===== config.mk =====
export PLATFORM = sky130hd
export DESIGN_NAME = simple_gan_layer_seq
export DESIGN_NICKNAME = d
export VERILOG_FILES = /design/src/rtl/simple_gan_layer_seq.sv
export SDC_FILE = /design/constraint.sdc
export NUM_CORES = 1
export LEC_CHECK = 0
export ABC_AREA = 1
export CAP_MARGIN = 10
export CORE_MARGIN = 2
export CORE_UTILIZATION = 48
export DETAILED_ROUTE_END_ITERATION = 12
export PLACE_DENSITY = 0.77
export SLEW_MARGIN = 0
export SYNTH_ARGS = -nofsm -noshare
export SYNTH_HDL_FRONTEND = slang
export SYNTH_SLANG_ARGS = --single-unit

===== constraint.sdc =====
create_clock -name clk -period 1.8 [get_ports clk]
set_clock_uncertainty 0.2 [all_clocks]
set_input_delay 0.36 -clock clk [delete_from_list [all_inputs] [get_ports clk]]
set_output_delay 0.36 -clock clk [all_outputs]
set_load 0.01 [all_outputs]

===== src/rtl/simple_gan_layer_seq.sv =====
// Address/strobe sequencer for one dense layer of the Simple GAN MAC datapath.
// Drives a 1-cycle-latency weight/bias ROM and emits latency-aligned MAC control.
module simple_gan_layer_seq #(
  parameter int MAX_DIM = 9,
  parameter int DIM_W   = 4,
  parameter int WADDR_W = 7
) (
  input  logic               clk,
  input  logic               rst,
  input  logic               start,
  input  logic               abort,
  input  logic [DIM_W-1:0]   cfg_n_in,
  input  logic [DIM_W-1:0]   cfg_n_out,
  output logic               busy,
  output logic               done,
  output logic               cfg_err,
  output logic [WADDR_W-1:0] w_addr,
  output logic [DIM_W-1:0]   b_addr,
  output logic [DIM_W-1:0]   x_idx,
  output logic               mac_en,
  output logic               mac_first,
  output logic               bias_en,
  output logic               neuron_valid,
  output logic [DIM_W-1:0]   neuron_idx
);

  typedef enum logic [1:0] {IDLE, RUN, BIAS, DRAIN} state_t;

  localparam logic [DIM_W-1:0] MAX_V = DIM_W'(MAX_DIM);
  localparam logic [DIM_W-1:0] ONE   = DIM_W'(1);

  state_t           state;
  logic [DIM_W-1:0] n_in, n_out;
  logic [DIM_W-1:0] i_cnt, j_cnt;
  logic [DIM_W-1:0] bias_j;
  logic             drain_cnt;
  logic             cfg_ok;

  assign cfg_ok = (cfg_n_in  != '0) && (cfg_n_in  <= MAX_V) &&
                  (cfg_n_out != '0) && (cfg_n_out <= MAX_V);

  // NOTE: every register here uses <= so all updates see pre-edge values;
  // the delayed strobes rely on that to form a clean 1-cycle pipeline.
  always_ff @(posedge clk) begin
    if (rst) begin
      state        <= IDLE;
      n_in         <= '0;
      n_out        <= '0;
      i_cnt        <= '0;
      j_cnt        <= '0;
      bias_j       <= '0;
      drain_cnt    <= 1'b0;
      busy         <= 1'b0;
      done         <= 1'b0;
      cfg_err      <= 1'b0;
      w_addr       <= '0;
      b_addr       <= '0;
      x_idx        <= '0;
      mac_en       <= 1'b0;
      mac_first    <= 1'b0;
      bias_en      <= 1'b0;
      neuron_valid <= 1'b0;
      neuron_idx   <= '0;
    end else begin
      // ROM-latency delay stage: what was issued last cycle becomes valid now
      done         <= 1'b0;
      cfg_err      <= 1'b0;
      mac_en       <= (state == RUN);
      mac_first    <= (state == RUN) && (i_cnt == '0);
      x_idx        <= (state == RUN) ? i_cnt : '0;
      bias_en      <= (state == BIAS);
      bias_j       <= j_cnt;
      neuron_valid <= bias_en;
      neuron_idx   <= bias_en ? bias_j : '0;

      if (abort) begin
        // Squash everything in flight; w_addr deliberately keeps its value
        state        <= IDLE;
        busy         <= 1'b0;
        i_cnt        <= '0;
        j_cnt        <= '0;
        drain_cnt    <= 1'b0;
        b_addr       <= '0;
        x_idx        <= '0;
        mac_en       <= 1'b0;
        mac_first    <= 1'b0;
        bias_en      <= 1'b0;
        neuron_valid <= 1'b0;
        neuron_idx   <= '0;
      end else begin
        unique case (state)
          IDLE: begin
            if (start) begin
              if (cfg_ok) begin
                state  <= RUN;
                busy   <= 1'b1;
                n_in   <= cfg_n_in;
                n_out  <= cfg_n_out;
                i_cnt  <= '0;
                j_cnt  <= '0;
                w_addr <= '0;
              end else begin
                cfg_err <= 1'b1;
              end
            end
          end
          RUN: begin
            if (i_cnt == n_in - ONE) begin
              state  <= BIAS;
              i_cnt  <= '0;
              b_addr <= j_cnt;
            end else begin
              i_cnt  <= i_cnt + ONE;
              w_addr <= w_addr + WADDR_W'(1);
            end
          end
          BIAS: begin
            if (j_cnt + ONE < n_out) begin
              state  <= RUN;
              j_cnt  <= j_cnt + ONE;
              w_addr <= w_addr + WADDR_W'(1);
            end else begin
              state     <= DRAIN;
              j_cnt     <= '0;
              drain_cnt <= 1'b0;
            end
          end
          DRAIN: begin
            // Two cycles let the last bias and neuron_valid leave the pipeline
            if (!drain_cnt) begin
              drain_cnt <= 1'b1;
              done      <= 1'b1;
            end else begin
              state     <= IDLE;
              busy      <= 1'b0;
              drain_cnt <= 1'b0;
            end
          end
          default: state <= IDLE;
        endcase
      end
    end
  end

endmodule


# Yosys cells after proc, flatten, opt, wreduce, memory -nomap -nowiden
# Index checks and enable logic that the tools add are counted.
[totals]
ff_bits = 49
[classes]
reduce_logical = 26
n_eq_ne = 11
bitwise_logic = 6
n_lt_le_gt_ge = 3
n_addsub = 4
mux = 25
[ops]
columns = ["op", "n"]
rows = [
  ["2-to-1 mux 7 bit", 4],
  ["one-hot mux 7 bit (3 select lines)", 1],
  ["2-to-1 mux 4 bit", 4],
  ["one-hot mux 4 bit (2 select lines)", 2],
  ["AND reduction 4 bit", 3],
  ["2-to-1 mux 2 bit", 5],
  ["!= test 2 bit (second input constant)", 5],
  ["OR reduction 3 bit", 3],
  ["adder 4 x 1 -> 4 bit (second input constant)", 2],
  ["less-or-equal comparator 4 bit (second input constant)", 2],
  ["one-hot mux 2 bit (4 select lines)", 1],
  ["nonzero test 2 bit", 4],
  ["nonzero test 4 bit", 2],
  ["adder 7 x 1 -> 7 bit (second input constant)", 1],
  ["2-to-1 mux 1 bit", 6],
  ["NOT 1 bit", 6],
  ["AND reduction 3 bit", 2],
  ["AND reduction 6 bit", 1],
  ["== test 2 bit (second input constant)", 2],
  ["== test 4 bit", 1],
  ["logical AND 1 bit", 4],
  ["logical NOT 4 bit", 1],
  ["less-than comparator 4 bit", 1],
  ["!= test 2 x 1 -> 1 bit (second input constant)", 2],
  ["other kinds (8)", 10],
]

# Logic depth before layout (Yosys ltp)
# Gate-level depths: netlist (run 1).
[depth]
word_depth = 7
depth_mapped = 13
mapped_depth_nobuf = 13

# Least setup slack after synthesis (run 1)
# OpenSTA, ideal clock, no wires.
[synth_timing]
path_type = "reg-to-reg"
from = "reg j_cnt[0]"
to = "reg w_addr[0]"
slack_ns = -0.185
period_less_slack_ns = 1.985
t_arrival_ns = 1.675
t_required_ns = 1.490
stages_incl_launch_ff = 11
setup_ns = 0.110
n_path_buf = 0
path_cell_list = "dfxtp_1 > ha_1 > xor2_1 > ha_1 > nand2_1 > o21ai_1 > nand2_2 > nand3_2 > nand2_1 > inv_1 > nor2_1"
[synth_via]
elab_chain_cells = 4
[synth_rtl]
columns = ["element", "line_no", "text"]
rows = [
  ["start: declaration", "34", "logic [DIM_W-1:0] i_cnt, j_cnt;"],
  ["start signal: assignment", "120", "j_cnt <= j_cnt + ONE;"],
  ["adder 4 x 1 -> 4 bit", "118", "if (j_cnt + ONE < n_out) begin"],
  ["less-than comparator 4 bit", "118", ""],
  ["!= test 2 x 1 -> 1 bit (no source line)", "--", ""],
  ["AND reduction 6 bit (no source line)", "--", ""],
  ["end signal: assignment", "114", "w_addr <= w_addr + WADDR_W'(1);"],
  ["end signal: assignment", "121", "w_addr <= w_addr + WADDR_W'(1);"],
  ["end: declaration", "17", "output logic [WADDR_W-1:0] w_addr,"],
]
# No other way between the ends.
# A chain may end at the register's enable or synchronous reset.

# Final worst setup path (run 1)
[layout_timing]
from = "reg j_cnt[0]"
to = "reg j_cnt[0]"
[layout_via]
elab_chain_cells = 4
[layout_rtl]
columns = ["element", "line_no", "text"]
rows = [
  ["adder 4 x 1 -> 4 bit *", "118, 120", ""],
  ["less-than comparator 4 bit", "118", ""],
  ["2-to-1 mux 4 bit *", "118", ""],
  ["one-hot mux 4 bit (2 select lines) *", "91", "unique case (state)"],
]
# Every way passes the cells marked *; elsewhere a longest branch is shown, timed or not.

==> results.json, run 1 <==
{
  "insertion_delay_ns": 0.30,
  "critPathKind": "register to register",
  "wl_um": 5999,
  "endpoint_kind": "register",
  "globalRouteTotalUtil_pct": 22.09,
  "finalCriticalPeriod_ns": 2.102,
  "hp-start": "cfg_n_out[2]",
  "postRouteAntennaNets": 0,
  "relSlewSlack_pct": 77.80,
  "path_clk_slew_ns": 0.09,
  "layout.nets": 427,
  "ys_seq_area_share_pct": 41.86,
  "timing.rr.start": "j_cnt[0]",
  "hold_end": "n_out[2]",
  "clock-root-buffer": "clkbuf_8",
  "overflow": 0,
  "die_y_um": 73.88,
  "avgRoutedWirePerCell_um": 12.74,
  "dieWidth_um": 73.88,
  "p_total_w": 0.002371,
  "r2r_setup_slack_ns": -0.30,
  "synth_cells": 322,
  "synth_warnings": 0,
  "multi_input_area_um2": 1376,
  "setup_viol": 22,
  "grt_max_degree": 16,
  "first_iter_violations": 150,
  "rr_worst_depth": 9,
  "placed_area_um2": 3112,
  "rows": 25,
  "drive_gt1_share_pct": 29.46,
  "area_delta_synth_final_pct": 51.90,
  "worst_slack_ns": -0.3020,
  "drc_errors": 0,
  "hold_violations": 0,
  "hold_depth": 3,
  "grt_setup_unrepaired": "yes",
  "nFillCells": 323,
  "slew_violations": 0,
  "status": "finished, violations left",
  "antenna_cells": 0,
  "crit_required_ns": 1.79,
  "clk_path_buf_depth": 2,
  "ys_types": 28,
  "r2r-end": "j_cnt[0]",
  "antenna_found_initial": 0,
  "synth-seq-cells": 49,
  "cts_tree": "yes",
  "cts_made_buffers": 5,
  "vias": 2325,
  "synth.net_count": 346,
  "worst_pin_slew_ns": 0.3330,
  "port_buffers": 37,
  "dp_hpwl_um": 3911,
  "grt_pass1_vias": 2125,
  "h-tree-depth": 2,
  "final_area_um2": 3560,
  "p_leak_nw": 1.591,
  "seqCellArea_um2": 1002,
  "vdd_drop_max_uv": 296.3,
  "grt_pass1_wl_um": 9259,
  "die_area_um2": 5458,
  "fin_crit_sh_pct": 116.8,
  "firstDrtPassIters": 5,
  "initial_utilization_pct": 49.62,
  "start_kind": "register",
  "cap_violations": 0,
  "cp_max_fo": 4,
  "io_pins": 38,
  "worstPathArrival_ns": 2.09,
  "cts.sinks": 49,
  "violations": "negative setup slack",
  "gp_congestion": 0.8714,
  "p_per_area_nw_per_um2": 666.1,
  "worstHoldPathType": "input pin to register",
  "syn_area_per_cell_um2": 7.278,
  "core_area_um2": 4723,
  "syn_area_um2": 2343,
  "vias_per_cell": 4.936,
  "fmax_ghz": 0.4757
}
-- repair_timing --
action / 4_1_cts / 5_1_grt
hold buffers: 0 / 0
gates cloned: 1 / 0
setup endpoints to repair: 24 / 37
resized for setup: 28 / 45
pin swaps: 13 / 19
buffers inserted: 1 / 4
-- report_power, final --
group / internal [W] / leakage (nW) / switching, W
Clock: 0.000552 / 0.0681 / 0.000368
Sequential: 0.00110 / 0.402 / 0.0000157
Combinational: 0.000152 / 1.12 / 0.000182
Total: 0.00180 / 1.59 / 0.000566
-- per-layer routing --
| metal | global-route usage [%] | up-vias | wire length (um) | share of wire (%) |
|---|---|---|---|---|
| met1 | 26.48 | 1048 | 2450 | 41 |
| met2 | 38.39 | 93 | 3058 | 51 |
| li1 | - | 1166 | - | - |
| met3 | 5.350 | 18 | 360 | 6.0 |
| met4 | 7.475 | 0 | 129 | 2.2 |
| met5 | 0 | - | 0 | 0 |
-- area by class of cell --
type | instances | area share, %
clock buffer | 5 | 1.933
tap | 67 | 2.355
timing repair buffer | 78 | 20.81
inverter | 56 | 6.257
sequential | 49 | 28.15
clock inverter | 3 | 1.828
multi-input combinational | 213 | 38.66
-- worst max-delay path, cell delays in order, from the launching register on --
cell and delay [ns]:
dfxtp_4 0.38, ha_4 0.18, xor2_4 0.16, ha_4 0.28, nand2_4 0.05, o21ai_4 0.26
buf_4 0.18, nor2_4 0.05, a21oi_1 0.17, nor2_1 0.08
-- flip-flops by register name, indices dropped and copies added (netlist names) --
signal        count
done              1
j_cnt             4
bias_j            4
x_idx             4
bias_en           1
b_addr            4
drain_cnt         1
n_out             4
cfg_err           1
n_in              4
i_cnt             4
neuron_valid      1
neuron_idx        4
state             2
mac_en            1
mac_first         1
busy              1
w_addr            7
-- stage by stage --
| step | hold slack, ns | util, % | setup WS [ns] | instances | setup TNS [ns] |
|---|---|---|---|---|---|
| 6_report | 0.2049 | 75.36 | -0.3020 | 471 | -3.774 |
| 5_1_grt | 0.2392 | 75.36 | -0.3408 | 471 | -5.333 |
| 4_1_cts | 0.2151 | 71.55 | -0.1892 | 467 | -2.245 |
| 3_5_place_dp | 0.2014 | 65.88 | -0.3463 | 457 | -7.903 |
| 3_3_place_gp | 0.1963 | 65.88 | -0.3226 | 457 | -6.839 |
| 2_1_floorplan | 0.1936 | - | -0.03933 | 322 | -0.2747 |
-- logic make-up (layout without fill, tap and decap cells) --
group                      count (synthesis)  count (layout)  synth area share [%]
AOI/OAI and AO/OA                         44              44                 10.95
adders and majority gates                 12              12                 6.407
DFF                                       49              49                 41.86
buffers and inverters                     61             142                 10.52
and+or+nand+nor                          150             151                 28.03
xor gates and xnor gates                   6               6                 2.242
-- worst max-delay path by stage --
stage                     cells after the start         to  slack, ns         from
final                                         9   j_cnt[0]      -0.30     j_cnt[0]
after global routing                         10   state[1]      -0.34     j_cnt[0]
after CTS                                    10  w_addr[0]      -0.19     j_cnt[0]
after detailed placement                     11  w_addr[1]      -0.35  cfg_n_in[3]
after global placement                       11  w_addr[6]      -0.32  cfg_n_in[3]
after floorplan                              10  w_addr[1]      -0.04     j_cnt[0]
-- cell usage after synthesis --
| cell type | n | area share, % |
|---|---|---|
| a21oi_1 | 22 | 4.7 |
| a21oi_2 | 4 | 1.5 |
| a21oi_4 | 1 | 0.69 |
| buf_1 | 1 | 0.16 |
| buf_2 | 1 | 0.21 |
| buf_4 | 1 | 0.32 |
| buf_6 | 1 | 0.48 |
| clkbuf_1 | 1 | 0.16 |
| dfxtp_1 | 49 | 42 |
| ha_1 | 12 | 6.4 |
| inv_1 | 54 | 8.6 |
| inv_2 | 1 | 0.16 |
| inv_6 | 1 | 0.37 |
| nand2_1 | 67 | 11 |
| nand2_2 | 4 | 1.1 |
| nand3_1 | 22 | 4.7 |
| nand3_2 | 3 | 1.3 |
| nand3b_1 | 3 | 0.96 |
| nand4_1 | 7 | 1.9 |
| nor2_1 | 40 | 6.4 |
| nor2_2 | 2 | 0.53 |
| nor3_1 | 1 | 0.21 |
| o211ai_1 | 1 | 0.32 |
| o21ai_0 | 12 | 2.6 |
| o21ai_1 | 2 | 0.43 |
| o21ai_2 | 2 | 0.75 |
| or2_2 | 1 | 0.27 |
| xor2_1 | 6 | 2.2 |
-- cells in the final DEF, fill, tap and decap left out, types with 3 or more instances in the layout --
cell type and n:
buf_12 3, o21ai_4 3, o21ai_0 10, nand3_4 3, ha_1 7, nor2_2 3
nand3b_1 3, xor2_1 4, nand2_4 4, nand2_1 57, ha_4 5, inv_2 9
nand3_1 18, nand2_2 11, dlymetal6s2s_1 8, o21ai_1 3, clkdlybuf4s50_1 27, dfxtp_1 38
nor2_1 37, clkbuf_8 5, a21oi_1 16, buf_4 36, dfxtp_4 3, a21oi_2 10
dfxtp_2 8, inv_1 46, nand3_2 4, nand4_1 7
No activity file was read; power rests on OpenSTA's default activity.
==> run 2: changes to the inputs <==
Settings changed: GPL_TIMING_DRIVEN set to 1.
==> results of run 2 <==
Same layout as run 1: the final DEF is identical, and so are final timing and power.
